--- config.mk ---
export PLATFORM = sky130hd
export DESIGN_NAME = led_lighting_ctrl
export DESIGN_NICKNAME = d
export VERILOG_FILES = /design/src/rtl/led_lighting_ctrl.sv
export SDC_FILE = /design/constraint.sdc
export NUM_CORES = 1
export LEC_CHECK = 0
export BUFFER_PORTS_ARGS = -buffer_cell sky130_fd_sc_hd__buf_2
export CORE_MARGIN = 2
export CORE_UTILIZATION = 50
export CTS_CLUSTER_DIAMETER = 50
export CTS_CLUSTER_SIZE = 28
export DETAILED_ROUTE_END_ITERATION = 16
export PLACE_DENSITY = 0.69
export SKIP_CTS_REPAIR_TIMING = 1
export SYNTH_ARGS = -nofsm -noshare
export SYNTH_HDL_FRONTEND = slang
export SYNTH_SLANG_ARGS = --single-unit
--- constraint.sdc ---
create_clock -name clk -period 8.2 [get_ports clk]
set_input_delay 0 -clock clk [delete_from_list [all_inputs] [get_ports clk]]
set_output_delay 0 -clock clk [all_outputs]
set_load 0.1 [all_outputs]
--- src/rtl/led_lighting_ctrl.sv ---
// Lighting controller: manual/auto brightness level selection with hysteresis,
// linear duty fading and a period-latched PWM output.
module led_lighting_ctrl #(
  parameter int unsigned DUTY_W     = 7,
  parameter int unsigned LEVELS     = 4,
  parameter int unsigned ADC_W      = 7,
  parameter int unsigned HYST       = 3,
  parameter int unsigned SAMPLE_DIV = 65536,
  parameter int unsigned FADE_DIV   = 1024,
  parameter int unsigned PWM_DIV    = 1
) (
  input  logic                          clk,
  input  logic                          reset_n,
  input  logic                          btn,
  input  logic                          sw,
  input  logic [ADC_W-1:0]              adc_value,
  input  logic [(LEVELS-1)*ADC_W-1:0]   thr,
  output logic [$clog2(LEVELS)-1:0]     level,
  output logic [DUTY_W-1:0]             duty,
  output logic                          fading,
  output logic                          auto_mode,
  output logic                          led_pwm
);

  localparam int unsigned LW   = $clog2(LEVELS);
  localparam int unsigned NT   = LEVELS - 1;
  localparam int unsigned DMAX = (1 << DUTY_W) - 1;
  localparam int unsigned PW   = LW + DUTY_W;
  localparam int unsigned SCW  = (SAMPLE_DIV > 1) ? $clog2(SAMPLE_DIV) : 1;
  localparam int unsigned FCW  = (FADE_DIV   > 1) ? $clog2(FADE_DIV)   : 1;
  localparam int unsigned PCW  = (PWM_DIV    > 1) ? $clog2(PWM_DIV)    : 1;

  logic              r_sw_s1, r_sw_s2;
  logic              r_auto;
  logic [ADC_W-1:0]  r_adc_s;
  logic [SCW-1:0]    r_scnt;
  logic [FCW-1:0]    r_fcnt;
  logic [PCW-1:0]    r_pdiv;
  logic [LW-1:0]     r_level;
  logic [DUTY_W-1:0] r_duty;
  logic              r_fading;
  logic [DUTY_W-1:0] r_pc;
  logic [DUTY_W-1:0] r_duty_l;
  logic              r_led;

  logic              w_stick;
  logic              w_fstep;
  logic              w_padv;
  logic              w_mode_chg;
  logic [LW:0]       w_up;
  logic [LW:0]       w_dn;
  logic [LW-1:0]     w_level_nxt;
  logic [DUTY_W-1:0] w_target;
  logic [DUTY_W-1:0] w_duty_nxt;

  function automatic logic [DUTY_W-1:0] f_target(input logic [LW-1:0] lv);
    logic [PW-1:0] p;
    p = {{DUTY_W{1'b0}}, lv} * PW'(DMAX);
    return DUTY_W'(p / PW'(NT));
  endfunction

  assign w_stick    = (r_scnt == SCW'(SAMPLE_DIV - 1));
  assign w_fstep    = (r_fcnt == FCW'(FADE_DIV - 1));
  assign w_padv     = (r_pdiv == PCW'(PWM_DIV - 1));
  assign w_mode_chg = w_stick && (r_auto != r_sw_s2);
  assign w_target   = f_target(r_level);

  // dn adds the hysteresis margin one bit wider so thresholds near full scale do not wrap
  always_comb begin
    w_up = '0;
    w_dn = '0;
    for (int unsigned i = 0; i < NT; i++) begin
      if (r_adc_s < thr[i*ADC_W +: ADC_W])
        w_up = w_up + (LW+1)'(1);
      if ({1'b0, r_adc_s} < ({1'b0, thr[i*ADC_W +: ADC_W]} + (ADC_W+1)'(HYST)))
        w_dn = w_dn + (LW+1)'(1);
    end
  end

  // Leaving auto forces off; entering auto waits one tick before the rule applies
  always_comb begin
    w_level_nxt = r_level;
    if (w_stick && r_auto && !r_sw_s2) begin
      w_level_nxt = '0;
    end else if (w_stick && r_auto) begin
      if (w_up > {1'b0, r_level})
        w_level_nxt = w_up[LW-1:0];
      else if (w_dn < {1'b0, r_level})
        w_level_nxt = w_dn[LW-1:0];
    end else if (!r_auto && !w_mode_chg && btn) begin
      w_level_nxt = (r_level == LW'(LEVELS - 1)) ? '0 : r_level + LW'(1);
    end
  end

  always_comb begin
    w_duty_nxt = r_duty;
    if (w_fstep) begin
      if (r_duty < w_target)
        w_duty_nxt = r_duty + DUTY_W'(1);
      else if (r_duty > w_target)
        w_duty_nxt = r_duty - DUTY_W'(1);
    end
  end

  always_ff @(posedge clk) begin
    if (!reset_n) begin
      r_sw_s1  <= 1'b0;
      r_sw_s2  <= 1'b0;
      r_auto   <= 1'b0;
      r_adc_s  <= '0;
      r_scnt   <= '0;
      r_fcnt   <= '0;
      r_pdiv   <= '0;
      r_level  <= '0;
      r_duty   <= '0;
      r_fading <= 1'b0;
      r_pc     <= '0;
      r_duty_l <= '0;
      r_led    <= 1'b0;
    end else begin
      r_sw_s1 <= sw;
      r_sw_s2 <= r_sw_s1;
      r_scnt  <= w_stick ? '0 : r_scnt + SCW'(1);
      r_fcnt  <= w_fstep ? '0 : r_fcnt + FCW'(1);
      r_pdiv  <= w_padv  ? '0 : r_pdiv + PCW'(1);
      if (w_stick) begin
        r_auto  <= r_sw_s2;
        r_adc_s <= adc_value;
      end
      r_level  <= w_level_nxt;
      r_duty   <= w_duty_nxt;
      r_fading <= (w_duty_nxt != f_target(w_level_nxt));
      // duty is only latched at the period wrap so each period is glitch-free
      if (w_padv) begin
        if (r_pc == DUTY_W'(DMAX - 1)) begin
          r_pc     <= '0;
          r_duty_l <= r_duty;
        end else begin
          r_pc <= r_pc + DUTY_W'(1);
        end
      end
      r_led <= (r_pc < r_duty_l);
    end
  end

  assign level     = r_level;
  assign duty      = r_duty;
  assign fading    = r_fading;
  assign auto_mode = r_auto;
  assign led_pwm   = r_led;

endmodule

==> metrics.yaml <==
outcome:
  outcome: "finished clean"
die:
  initial_core_util: 0.5081
  rows: 35
  dieHeight_um: 100.2
  die_area_um2: 10040
  core_um2: 9109
  io_pins: 44
  die_w_um: 100.2
hold_path:
  hp-class: "primary input to register"
sta:
  fin_crit_ps: 4179
  finalCritPeriodShare: 0.5097
  tightest_slew_ps: 811.8
  tns_ps: 0
  max_slew_margin: 0.4546
  rsz0062_at_grt: "no"
  final-max-slew-violation-count: 0
  holdWs_ps: 80.62
  setup_viol: 0
  hold_violations: 0
  clock_skew_ps: 9.314
  fmax_mhz: 239.3
worst_setup_path:
  endpoint_kind: "register"
  critPathKind: "register to register"
  critPathRequiredTime_ps: 8440
  max_stage_delay_ps: 630
  path_max_fanout: 14
  crit_chain: "inv_1, fa_1, nand3b_1, o21ai_0, a22o_1, a311oi_1, ha_1, a21oi_1, a21oi_1, or2_1, mux2i_1, xor2_1, o41a_1, a22o_1"
  start_kind: "register"
  cp_data_arrival_time_ps: 4420
  cp_slowest_cell: "fa_1"
cells_and_area:
  nNetsFinal: 693
  area_growth_pct: 12.87
  drive_above_1_share: 0.1277
  final_cell_mix: "ha_1 (70), dfxtp_1 (62), nor2_1 (53)"
  antenna_cells: 0
  final_core_util: 0.5735
  final_cell_area_um2: 5224
  final_common_cell: "ha_1"
  fillerInstances: 801
grt:
  grt_max_degree: 24
  grt_pass1_wl_um: 17020
  grt_pass1_vias: 3811
  gr-usage-all-layers: 0.2085
  grt_antenna_before_repair: 0
  overflow: 0
power:
  peakVddDrop_uv: 100.7
  power_density_nw_per_um2: 138.4
  total_power_w: 0.0007230
  leakage_nw: 2.401
clocking:
  htreeDepth: 3
  clockBufferDepth: 2
  worstSkewPairLatency_ps: 340
  cts_buffers: 9
  clock_sinks: 62
  root_buffer: "clkbuf_8"
  cts_tree: "yes"
  path_clk_slew_ps: 70
yosys:
  synth_top_area_frac: 0.2682
  synth_seq_cells: 62
  synthCells: 539
  syn-num-nets: 642
  synth_edf_count: 0
  seq_area_frac_synth: 0.2682
  ys_warn_count: 0
  ys_top_cells_by_area: "dfxtp_1 (27%), ha_1 (19%), xnor2_1 (5.5%)"
  synth_top_flop_cell: "dfxtp_1"
  yosysTopAreaCell: "dfxtp_1"
  syn_area_per_cell_um2: 8.587
  ys_async_sr_fraction: 0
  synth_cell_types: 66
  post_synth_instance_area_um2: 4628
routing:
  viasPerCell: 5.558
  first_pass_iters: 4
  drt-wirelength-per-cell_um: 13.85
  route.detailed.drc: 0
  vias: 3924
  drt_iter0_drc: 134
  wl_um: 9778
  ant_nets: 0
place:
  placed_area_um2: 4928
  dp_hpwl_um: 7567
  port_buffers: 43
  gp_congestion: 0.8766
job:
  maxCapViolations: 0
[metrics by stage]
| stage | setup slack (ps) | std cells |
|---|---|---|
| CTS | 4009 | 698 |
| detailed placement | 4023 | 682 |
| global route | 3715 | 706 |
| global placement | 4163 | 682 |
| finish | 4021 | 706 |
| floorplan | 3635 | 539 |
[kinds of logic (layout without fill, tap and decap cells)]
logic type / after synthesis / in the layout / share of synthesized area
other cells: 1 / 1 / 0.0008103
mux: 14 / 14 / 0.03082
fa+ha+maj: 71 / 71 / 0.1936
simple gates: 193 / 193 / 0.2271
flops: 62 / 62 / 0.2682
buf+inv: 50 / 106 / 0.04325
compound gates: 100 / 100 / 0.1454
xor+xnor: 48 / 48 / 0.09083
[final cells by class]
type                    count  area (um2)  share of cell area
clock inverters             4       70.07             0.01341
clock buffers              12       145.1             0.02778
well taps                 111       138.9             0.02659
flip-flops and latches     62        1241              0.2376
repair buffers             51       295.3             0.05653
multi-input cells         427        3187              0.6101
inverters                  39       146.4             0.02802
[per-layer routing]
layer | global-route usage | vias up | share of wire
li1 | - | 2000 | -
met1 | 0.2786 | 1797 | 0.48
met2 | 0.3258 | 103 | 0.45
met4 | 0.1001 | 0 | 0.026
met3 | 0.03691 | 24 | 0.045
met5 | 0 | - | 0
[flip-flops by register name (all words and copies together), names as in the netlist, 2 cells and up]
signal / cells
duty: 7
level: 2
r_adc_s: 7
r_duty_l: 7
r_fcnt: 10
r_pc: 7
r_scnt: 16
[power breakdown]
group | switching (W) | leakage [nW] | total (W) | internal, W
clock network | 0.000115 | 0.110 | 0.000293 | 0.000179
registers | 0.00000661 | 0.502 | 0.000314 | 0.000307
logic | 0.0000699 | 1.79 | 0.000116 | 0.0000463
total | 0.000191 | 2.40 | 0.000723 | 0.000532
[path summary, 6_finish.rpt]
check	start	to	slack [ps]	cells past startpoint
setup / recovery	level[0]$_SDFF_PN0_	fading$_SDFF_PN0_	4020	14
hold / removal	reset_n	duty[6]$_SDFF_PN0_	80	2
setup reg to reg	level[0]$_SDFF_PN0_	fading$_SDFF_PN0_	4020	14
hold reg to reg	r_sw_s1$_SDFF_PN0_	r_sw_s2$_SDFF_PN0_	450	1
[synthesized netlist by cell type, drive strengths merged, types with 3 or more instances]
library cell  count
clkbuf            8
dfxtp            62
nand2b           13
nand2            34
a31oi             4
nor4              6
a21o             13
nand4            11
a21oi            26
o21ai            19
nor2             53
mux2i            12
nor4b             3
o2111ai           3
inv              39
xor2             19
buf               3
nor3             12
o21bai            4
and2             14
and3             12
ha               70
xnor2            29
o21a              7
nand3            18
o211ai            3
nor2b             6
[critical path, delay by kind of cell (launching register included)]
kind	cells	cell delay, ps
DFF	1	610
adders and majority gates	2	830
AOI/OAI and AO/OA	7	1600
xor gates and xnor gates	1	120
muxes	1	260
and+or+nand+nor	2	480
buffers and inverters	1	180
Note: power is estimated with default switching activity, not from simulation.
